===== src/rtl/ripple_carry_adder_unit.sv =====
// ripple_carry_adder_unit
// Registered WIDTH-bit ripple-carry adder built from a chain of one-bit
// full-adder cells. Produces sum, carry out, signed overflow and a zero flag
// one cycle after an in_valid capture. When in_valid is low, the result
// registers hold their previous values.
module ripple_carry_adder_unit #(
  parameter int unsigned WIDTH = 4
) (
  input  logic             clk,
  input  logic             rst_n,
  input  logic             in_valid,
  input  logic [WIDTH-1:0] a,
  input  logic [WIDTH-1:0] b,
  input  logic             cin,
  output logic [WIDTH-1:0] sum,
  output logic             cout,
  output logic             overflow,
  output logic             zero,
  output logic             out_valid
);

  // One-bit full-adder sum output.
  function automatic logic fa_sum(input logic fa_a, input logic fa_b, input logic fa_c);
    return fa_a ^ fa_b ^ fa_c;
  endfunction

  // One-bit full-adder carry output: majority of the three inputs.
  function automatic logic fa_carry(input logic fa_a, input logic fa_b, input logic fa_c);
    return (fa_a & fa_b) | (fa_a & fa_c) | (fa_b & fa_c);
  endfunction

  // w_carry[i] is the carry into bit i; w_carry[WIDTH] is the final carry out.
  logic [WIDTH:0]   w_carry;
  logic [WIDTH-1:0] w_sum;
  logic             w_overflow;
  logic             w_zero;

  logic [WIDTH-1:0] r_sum;
  logic             r_cout;
  logic             r_overflow;
  logic             r_zero;
  logic             r_valid;

  assign w_carry[0] = cin;

  // The carry ripples cell by cell from bit 0 upward; no lookahead.
  for (genvar gi = 0; gi < WIDTH; gi++) begin : g_fa
    assign w_sum[gi]       = fa_sum(a[gi], b[gi], w_carry[gi]);
    assign w_carry[gi + 1] = fa_carry(a[gi], b[gi], w_carry[gi]);
  end

  // Signed overflow: the carry into the sign bit differs from the carry out of it.
  // For WIDTH = 1 w_carry[0] is cin, so this becomes cout XOR cin.
  assign w_overflow = w_carry[WIDTH] ^ w_carry[WIDTH-1];

  // Zero looks only at the sum bits; the carry out is deliberately ignored.
  assign w_zero = (w_sum == {WIDTH{1'b0}});

  // Capture a new result when in_valid is high, otherwise hold; out_valid pulses per capture.
  always_ff @(posedge clk or negedge rst_n) begin
    if (!rst_n) begin
      r_sum      <= {WIDTH{1'b0}};
      r_cout     <= 1'b0;
      r_overflow <= 1'b0;
      r_zero     <= 1'b0;
      r_valid    <= 1'b0;
    end else begin
      r_valid <= in_valid;
      if (in_valid) begin
        r_sum      <= w_sum;
        r_cout     <= w_carry[WIDTH];
        r_overflow <= w_overflow;
        r_zero     <= w_zero;
      end else begin
        r_sum      <= r_sum;
        r_cout     <= r_cout;
        r_overflow <= r_overflow;
        r_zero     <= r_zero;
      end
    end
  end

  assign sum       = r_sum;
  assign cout      = r_cout;
  assign overflow  = r_overflow;
  assign zero      = r_zero;
  assign out_valid = r_valid;

endmodule


===== config.mk =====
export PLATFORM = sky130hd
export DESIGN_NAME = ripple_carry_adder_unit
export DESIGN_NICKNAME = d
export VERILOG_FILES = /design/src/rtl/ripple_carry_adder_unit.sv
export SDC_FILE = /design/constraint.sdc
export NUM_CORES = 1
export LEC_CHECK = 0
export ABC_AREA = 1
export BUFFER_PORTS_ARGS = -buffer_cell sky130_fd_sc_hd__buf_4
export CAP_MARGIN = 15
export CORE_AREA = 4 4 41 43
export DETAILED_ROUTE_END_ITERATION = 8
export DIE_AREA = 0 0 45 47
export PLACE_DENSITY_LB_ADDON = 0.12
export REMOVE_ABC_BUFFERS = 1
export SLEW_MARGIN = 5
export SYNTH_ARGS = -nofsm -noshare
export SYNTH_HDL_FRONTEND = slang
export SYNTH_SLANG_ARGS = --single-unit

===== constraint.sdc =====
create_clock -name clk -period 1.05 [get_ports clk]
set_clock_uncertainty 0.2 [all_clocks]
set_input_delay 0.21 -clock clk [delete_from_list [all_inputs] [get_ports clk]]
set_output_delay 0.21 -clock clk [all_outputs]
set_load 0.02 [all_outputs]

==> run summary, run 1 <==
IO Pins - 20
Leak Pwr - 0.4135 nW
Worst Path Buf+Inv - 3
CTS root buf - clkbuf_4
Initial Util - 30.58%
first-pass iteration count of the detailed router - 2
Hold Worst Slack - 13.31 ps
crit path DAT - 2100 ps
Die W - 45 um
via density per instance - 4.351
row count - 13
CTS tree - done
CTS H-tree lvls - 1
antenna fix cells - 0
Vias - 409
kind of end point of the critical path - flip-flop
DP Area - 566.8 sq um
status - finished with violations
Crit Path Class - input port to flip-flop
antenna violations before repair - 0
DRC Markers - 0
Crit path top cell by count - fa_2
Worst setup SP type - input port
fillcell total - 122
die area - 0.002115 sq mm
Layout Nets - 97
flop2flop setup slack - 100 ps
Crit path largest cell delay - 420 ps
Setup WS post-layout - -1107 ps
Worst Path Max Fanout - 2
unrepaired setup endpoints after global routing - true
Yosys warning count - 0
Syn Area/Cell - 9.704 sq um
multi-input logic area - 186.4 sq um
Max-Cap Viols - 0
CTS Buf Count - 3
vias in the first global route - 384
post-synthesis cell count - 41
Congestion Overflow GR - 0
DR WL/cell - 9.989 um
share of cells above drive strength 1 - 54.43%
final setup violating endpoints - 14
clk sink count - 8
Initial DRC Count - 3
pins over their slew limit - 0
Slew @ Worst Pin - 159.9 ps
HPWL after DPL - 656 um
crit-path cells - buf_6, fa_2, fa_2, fa_2, inv_2, fa_1, inv_1, nor2_1, nand3_1, nand2_1
storage element area - 200.2 sq um
part of the Yosys area used for sequential elements - 50.31%
Area Growth Syn to Fin - 92.77%
Routed Wire Length - 939 um
worst min-delay path category - input port to flip-flop
pwr/cell area - 1367 mW/mm^2
Netlist cell types - 9
CP delay by family, top - adder cells
hold path depth - 3
peak supply drop - 0.5354 mV
fmax - 0.4635 GHz
largest net degree at the start of global routing - 10
min-delay src - in_valid
reg2reg start - sum[3]
Worst R2R End - sum[3]
Slew headroom - 89.33%
hold path endpoint - sum[1]
worst-skew pair later-pin latency - 250 ps
RePlAce Congestion - 0.6684
global-route usage over all layers - 10.43%
final instance area - 767.0 sq um
Die Span Y - 47 um
total power - 1.048 mW
Detail Route Antenna Nets - 0
Core ar. - 0.001301 sq mm
clock-pin slew on the worst setup and hold paths - 50 ps
mapped cell area - 397.9 sq um
CTS max path bufs - 2
min Tclk post-route - 2157 ps
failing checks - setup timing
CP required - 990 ps
Reg2Reg Depth - 3
Port Buf Inserts - 19
first-pass GRT wire length - 1.559 mm
number of synthesized register bits - 8
final hold vios - 0
final worst-path cycle share - 205.5%
CP max-delay cell - fa_1
metal layers:
layer / track usage, % / share of wire (%) / up-vias
met2: 16.38 / 49 / 19
met3: 1.149 / 7.6 / 2
li1: - / - / 200
met4: 7.018 / 1.5 / 0
met5: 0 / 0 / -
met1: 13.54 / 42 / 188
tightest hold or removal path, stage by stage:
cell	delay [ps]
buf_4	120
nand2_1	50
nand2_1	50
cell type report:
cell class              count  share of cell area, %
flip-flops and latches      8                  26.10
clock buffers               3                  2.936
well taps                  15                  2.447
repair buffers             35                  41.27
multi-input cells          27                  24.31
inverters                   6                  2.936
flip-flops by register name (all words and copies together) (netlist names):
register,count
out_valid,1
zero,1
sum,4
cout,1
overflow,1
through the flow:
step	util, %	instances	setup TNS, ps	setup WS, ps
4_1_cts	56.35	90	-5988	-1128
6_report	58.94	94	-6094	-1107
5_1_grt	58.94	94	-6596	-1174
3_5_place_dp	43.56	76	-7502	-1570
3_3_place_gp	43.56	76	-7487	-1577
2_1_floorplan	-	41	-6065	-1345
cells in the mapped netlist:
cell,count,share of area (%)
nand2_1,17,16
dfrtp_1,8,50
inv_1,5,4.7
fa_1,4,20
nand3_1,2,2.5
nor2_1,2,1.9
inv_2,1,0.94
o21ai_1,1,1.3
o21ai_2,1,2.2
kinds of logic after synthesis:
family / count (synthesis) / share of synthesized area (%)
AND/OR/NAND/NOR: 21 / 20.44
adder cells (fa/ha/maj): 4 / 20.13
buffers and inverters: 6 / 5.660
flip-flops: 8 / 50.31
AO/OA/AOI/OAI: 2 / 3.458
cells in the final DEF (no fill, tap or decap):
master          n
buf_4          20
inv_1           4
fa_1            1
dfrtp_1         8
buf_6          13
nor2_1          2
clkbuf_4        3
nand3_1         2
fa_2            3
nand2_1        17
inv_2           2
o21ai_2         2
dlygate4sd3_1   2
power breakdown:
part | switching [mW] | internal (mW)
registers | 0.0288 | 0.351
clock network | 0.106 | 0.131
logic | 0.178 | 0.254
total | 0.312 | 0.736
timing repair:
item | CTS | global route
buffers inserted | 13 | 5
pin swaps | 7 | 3
endpoints found under the setup margin | 14 | 14
resized for setup | 17 | 2
hold buffers | 2 | 0
hold endpoints to repair | 9 | 0
worst max-delay path by stage:
stage	from	end	slack, ps	cells after the start
5_1_grt	a[0]	zero	-1170	10
6_report	a[0]	zero	-1110	10
4_1_cts	a[0]	zero	-1130	10
3_3_place_gp	a[0]	zero	-1580	10
2_1_floorplan	a[0]	zero	-1340	9
3_5_place_dp	a[0]	zero	-1570	10
Note: power is estimated with default switching activity, not from simulation.
==> run 2, diff against run 1 <==
ABC_CLOCK_PERIOD_IN_PS = 1050   (was not set)
CTS_BUF_LIST = sky130_fd_sc_hd__clkbuf_8 sky130_fd_sc_hd__clkbuf_16   (was not set)
==> run 2 against run 1 <==
  * The run still ends with setup timing left
  * First-iteration DRC count rose by 33%
  * Non-clock buffer count rose by 1
  * Clock-buffer cell count did not move
  * Clock power rose by 51%
  * Sequential share of layout area fell by 0.86 points
==> run summary, run 2 (synthesis gave the netlist of run 1 again) <==
pins over their slew limit - 0 (unchanged)
pwr/cell area - 1491 mW/mm^2 (+9.1%)
Crit path largest cell delay - 420 ps (about the same)
Core ar. - 0.001301 sq mm (unchanged)
Congestion Overflow GR - 0 (unchanged)
global-route usage over all layers - 10.43% (unchanged)
failing checks - setup timing
DR WL/cell - 10.17 um (+1.8%)
kind of end point of the critical path - flip-flop
Die Span Y - 47 um (unchanged)
met2 wire len - 470 um (+3.1%)
clock-pin slew on the worst setup and hold paths - 40 ps (about the same)
Worst setup SP type - input port
Vias - 409 (unchanged)
Largest register FFs - 4 (unchanged)
HPWL after DPL - 656 um (unchanged)
RePlAce Congestion - 0.6684 (unchanged)
crit-path cells - buf_6, fa_2, fa_2, fa_2, inv_2, fa_1, inv_1, nor2_1, nand3_1, nand2_1
CTS max path bufs - 2 (unchanged)
first-pass GRT wire length - 1.559 mm (unchanged)
Slew @ Worst Pin - 161.6 ps (+1.741 ps)
worst-skew pair later-pin latency - 220 ps (-30 ps)
first-pass iteration count of the detailed router - 2 (unchanged)
share of power burned in registers - 32.3% (-4.0 points)
CP max-delay cell - fa_1
worst min-delay path category - input port to flip-flop
IO Pins - 20 (unchanged)
pre-CTS setup slack - -1570 ps (unchanged)
clock power share - 30.2% (+7.6 points)
fmax - 0.4553 GHz (-1.8%)
CTS root buf - clkbuf_8
Detail Route Antenna Nets - 0 (unchanged)
Initial Util - 30.58% (unchanged)
hold path depth - 3 (unchanged)
Setup WS post-layout - -1146 ps (-38.99 ps)
most common cell after layout, fill and taps aside - buf_4
wl on met1 - 411 um (+3.8%)
largest net degree at the start of global routing - 10 (unchanged)
CTS Buf Count - 3 (unchanged)
DRC Markers - 0 (unchanged)
share of cells above drive strength 1 - 55.00% (+0.57 points)
Crit path top cell by count - fa_2
flop2flop setup slack - 0 ps (-100 ps)
Slew headroom - 89.21% (-0.12 points)
Port Buf Inserts - 19 (unchanged)
Layout Nets - 98 (+1.0%)
peak supply drop - 0.6298 mV (+18%)
Power Internal - 861.8 uW (+17%)
crit path DAT - 2110 ps (about the same)
final worst-path cycle share - 209.2% (+3.7 points)
Initial DRC Count - 4 (+1)
total power - 1.183 mW (+13%)
unrepaired setup endpoints after global routing - true
reg2reg start - sum[2]
Die W - 45 um (unchanged)
most frequent cells in the layout - 21 x buf_4, 17 x nand2_1, 13 x buf_6
CTS H-tree lvls - 1 (unchanged)
Area Growth Syn to Fin - 99.37%
Worst Path Max Fanout - 2 (unchanged)
top sig layer - met4
via density per instance - 4.305 (-1.1%)
antenna violations before repair - 0 (unchanged)
Routed Wire Length - 966 um (+2.9%)
met3 routed WL - 71 um (unchanged)
min-delay src - in_valid
status - finished with violations
die area - 0.002115 sq mm (unchanged)
final hold vios - 0 (unchanged)
vias in the first global route - 377 (-1.8%)
final setup violating endpoints - 14 (unchanged)
clk sink count - 8 (unchanged)
min Tclk post-route - 2196 ps (+38.99 ps)
Worst R2R End - sum[2]
Crit Path Class - input port to flip-flop
combinational share of power - 37.5% (-3.7 points)
setup_tns - -6020 ps (+74.68 ps)
CP required - 960 ps (-30 ps)
net switching power figure - 321.0 uW (+2.8%)
CTS tree - done
row count - 13 (unchanged)
Leak Pwr - 0.4262 nW (+3.1%)
Max-Cap Viols - 0 (unchanged)
hold path endpoint - sum[1]
antenna fix cells - 0 (unchanged)
Reg2Reg Depth - 4 (+1)
Sw Ratio - 27.14% (-2.6 points)
run 2: changes by cell type in the layout (fill, tap and decap cells not counted), sizes merged:
cell	delta
buf	+1
run 2: worst max-delay path, delay by kind of cell:
| kind | cells | cell delay, ps |
|---|---|---|
| adders and majority gates | 4 | 1510 |
| buffers and inverters | 3 | 240 |
| and+or+nand+nor | 3 | 140 |
run 2: worst max-delay path by stage:
stage | slack (ps) | cells past startpoint | endpoint | start
finish | -1150 | 10 | zero | a[0]
global route | -1230 | 10 | zero | a[0]
CTS | -1160 | 10 | zero | a[0]
detailed placement | -1570 | 10 | zero | a[0]
global placement | -1580 | 10 | zero | a[0]
floorplan | -1340 | 9 | zero | a[0]
run 2: power by group through the flow:
stage                     Sequential [mW]  Combinational, mW  Clock [mW]
final                               0.382              0.443       0.357
after global routing                0.385              0.488       0.380
after floorplan                     0.431             0.0915           0
after CTS                           0.381              0.395       0.369
after global placement              0.376              0.284           0
after detailed placement            0.379              0.284           0
run 2: layout make-up:
type                       count  area, sq um
tap                           15        18.77
fill                         122        508.0
inverter                       6        22.52
clock buffer                   3        41.29
sequential                     8        200.2
timing repair buffer          36        324.1
multi-input combinational     27        186.4
run 2: what timing repair did:
item                                    in CTS  in global routing
endpoints found under the hold margin        9                  0
hold buffers                                 2                  0
gates cloned                                 0                  0
setup buffers                               13                  6
resized for setup                           17                  2
endpoints found under the setup margin      14                 15
pin swaps                                    7                  3
run 2: layer usage:
layer	track usage (%)	vias up
li1	-	201
met1	13.78	189
met2	16.10	17
met3	1.149	2
met4	7.018	0
met5	0	-
run 2: through the flow:
step | cell area, sq um | std cells | hold slack, ps | utilization, %
4_1_cts | 752.0 | 90 | 38.69 | 57.79
3_3_place_gp | 566.8 | 76 | -166.0 | 43.56
5_1_grt | 793.3 | 95 | 77.74 | 60.96
3_5_place_dp | 566.8 | 76 | -164.6 | 43.56
2_1_floorplan | 397.9 | 41 | -285.6 | -
6_report | 793.3 | 95 | 47.84 | 60.96
==> run 3, diff against run 2 <==
ABC_AREA = not set   (was 1)
GPL_ROUTABILITY_DRIVEN = 0   (was not set)
==> run 3 against run 2 <==
  * The run still ends with setup timing left
  * Power increased by 5.9%
  * Utilization down 3.6 points
  * Worst hold slack improved by 63 ps
  * Sequential power grew 6.0%
  * Sequential cell count did not move
  * Clock power hardly changed
  * Register-to-register slack lost 40 ps
  * Synthesized cell count is 34% lower
  * Combinational power rose by 11%
==> run summary, run 3 <==
status - finished with violations
failing checks - setup timing
top-area cell type share of the netlist area - 46.65% (-3.7 points)
number of synthesized register bits - 8 (unchanged)
Area Growth Syn to Fin - 74.05%
IO Pins - 20 (unchanged)
Routed Wire Length - 853 um (-12%)
CTS root buf - clkbuf_8
Worst R2R End - sum[0]
Port Buf Inserts - 19 (unchanged)
Die W - 45 um (unchanged)
Reg2Reg Depth - 2 (-2)
final hold vios - 0 (unchanged)
CTS H-tree lvls - 1 (unchanged)
Setup crit end - zero
Die Span Y - 47 um (unchanged)
most frequent cells in the layout - 17 x buf_4, 10 x buf_6, 8 x dfrtp_1
CTS Buf Count - 3 (unchanged)
min Tclk post-route - 2371 ps (+174.7 ps)
share of cells above drive strength 1 - 71.93% (+17 points)
multi-input logic area - 217.7 sq um (+17%)
Yosys warning count - 0 (unchanged)
Largest register FFs - 4 (unchanged)
Slew headroom - 88.18% (-1.0 points)
storage element area - 200.2 sq um (unchanged)
final setup violating endpoints - 15 (+1)
Initial Util - 32.98% (+2.4 points)
Detail Route Antenna Nets - 0 (unchanged)
most common cell after layout, fill and taps aside - buf_4
largest net degree at the start of global routing - 9 (-1)
Crit. Startpoint - cin
Worst setup SP type - input port
worst min-delay path category - input port to flip-flop
Congestion Overflow GR - 0 (unchanged)
unrepaired setup endpoints after global routing - true
fmax - 0.4218 GHz (-7.4%)
Post-synth top cells - 8 x dfrtp_1, 5 x inv_1, 5 x mux2_4
global-route usage over all layers - 9.295% (-1.1 points)
crit path DAT - 2270 ps (+160 ps)
Netlist cell types - 8 (-1)
Layout Nets - 75 (-23%)
post-synthesis cell count - 27 (-34%)
Hold Worst Slack - 110.9 ps (+63.04 ps)
Vias - 313 (-23%)
die area - 0.002115 sq mm (unchanged)
DRC Markers - 0 (unchanged)
clk sink count - 8 (unchanged)
peak supply drop - 0.6231 mV (-1.1%)
kind of end point of the critical path - flip-flop
DR WL/cell - 11.85 um (+17%)
part of the Yosys area used for sequential elements - 46.65% (-3.7 points)
pwr/cell area - 1677 mW/mm^2 (+12%)
Max-Cap Viols - 0 (unchanged)
Post-synth EDFFs - 0 (unchanged)
Initial DRC Count - 0 (-4)
worst-skew pair later-pin latency - 220 ps (about the same)
reg2reg start - sum[0]
CTS max path bufs - 2 (unchanged)
antenna violations before repair - 0 (unchanged)
Top FF cell, synth - dfrtp_1
placed instance count - 63 (-17%)
Core ar. - 0.001301 sq mm (unchanged)
mapped cell area - 429.2 sq um (+7.9%)
Worst Path Max Fanout - 2 (unchanged)
final worst-path cycle share - 225.8% (+17 points)
Syn Area/Cell - 15.89 sq um (+64%)
flop2flop setup slack - -40 ps (-40 ps)
row count - 13 (unchanged)
Post-Layout Cell Count - 72 (-24%)
first-pass iteration count of the detailed router - 1 (-1)
fillcell total - 117 (-4.1%)
antenna fix cells - 0 (unchanged)
Slew @ Worst Pin - 176.6 ps (+14.98 ps)
pins over their slew limit - 0 (unchanged)
Leak Pwr - 0.3778 nW (-11%)
area leader, netlist - dfrtp_1
Async SR Flop Fraction - 100.0% (unchanged)
first-pass GRT wire length - 1.352 mm (-13%)
vias in the first global route - 325 (-14%)
Crit Path Class - input port to flip-flop
CP required - 950 ps (about the same)
Setup WS post-layout - -1321 ps (-174.7 ps)
top-count cell post-synth - dfrtp_1
clock-pin slew on the worst setup and hold paths - 40 ps (about the same)
via density per instance - 4.347 (+0.97%)
Synth area leaders - dfrtp_1 47%, fa_1 19%, mux2_4 17%
CTS tree - done
## run 3: cell families (layout without fill, tap and decap cells)
family / count (synthesis) / after routing / share of synthesized area [%]
flops: 8 / 8 / 46.65
simple gates: 1 / 1 / 3.498
mux: 7 / 7 / 22.16
buf+inv: 6 / 36 / 6.997
xor+xnor: 1 / 1 / 2.041
fa+ha+maj: 4 / 4 / 18.66
## run 3: layout make-up
| type | count | area share [%] |
|---|---|---|
| Multi-Input combinational cell | 13 | 29.15 |
| Timing Repair Buffer | 28 | 33.50 |
| Tap cell | 15 | 2.513 |
| Inverter | 5 | 2.513 |
| Sequential cell | 8 | 26.80 |
| Clock buffer | 3 | 5.528 |
## run 3: metrics by stage
| stage | setup TNS (ps) | instance area, sq um | power [mW] | setup WS (ps) | util [%] |
|---|---|---|---|---|---|
| after global placement | -8112 | 601.8 | 0.7679 | -1750 | 46.25 |
| after global routing | -6814 | 747.0 | 1.320 | -1354 | 57.40 |
| after floorplan | -6939 | 417.9 | 0.5987 | -1570 | - |
| after detailed placement | -8283 | 601.8 | 0.7789 | -1764 | 46.25 |
| after CTS | -6784 | 733.2 | 1.256 | -1393 | 56.35 |
| final | -6478 | 747.0 | 1.253 | -1321 | 57.40 |
## run 3: layer usage
layer | vias up | routed length, um | track usage [%]
li1 | 146 | - | -
met1 | 154 | 306 | 10.90
met2 | 13 | 453 | 14.41
met3 | 0 | 92 | 3.831
met4 | 0 | 0 | 5.263
met5 | - | 0 | 0
## run 3: critical path, stage by stage
cell and delay, ps:
buf_6 90, fa_2 380, fa_2 340, fa_2 360, inv_2 60, fa_2 430, nor4b_4 140, mux2_4 250
## run 3: power by group
group	internal (mW)	switching, mW	leakage [nW]
Clock	0.247	0.110	0.0216
Sequential	0.366	0.0389	0.0954
Combinational	0.298	0.192	0.261
Total	0.912	0.341	0.378
## run 3: worst min path at each step
stage / from / depth (start not counted) / slack, ps / to
5_1_grt: in_valid / 2 / 110 / out_valid
3_5_place_dp: rst_n / 1 / -170 / zero
2_1_floorplan: rst_n / 0 / -290 / cout
3_3_place_gp: rst_n / 1 / -170 / zero
6_report: in_valid / 2 / 110 / out_valid
4_1_cts: in_valid / 2 / 110 / out_valid
## run 3: what timing repair did
item                                    CTS  global route
endpoints found under the setup margin   15            15
buffers inserted                          4             2
hold endpoints to repair                  8             0
gates resized for setup                  14             2
hold buffers                              1             0
pin swaps                                 4             4
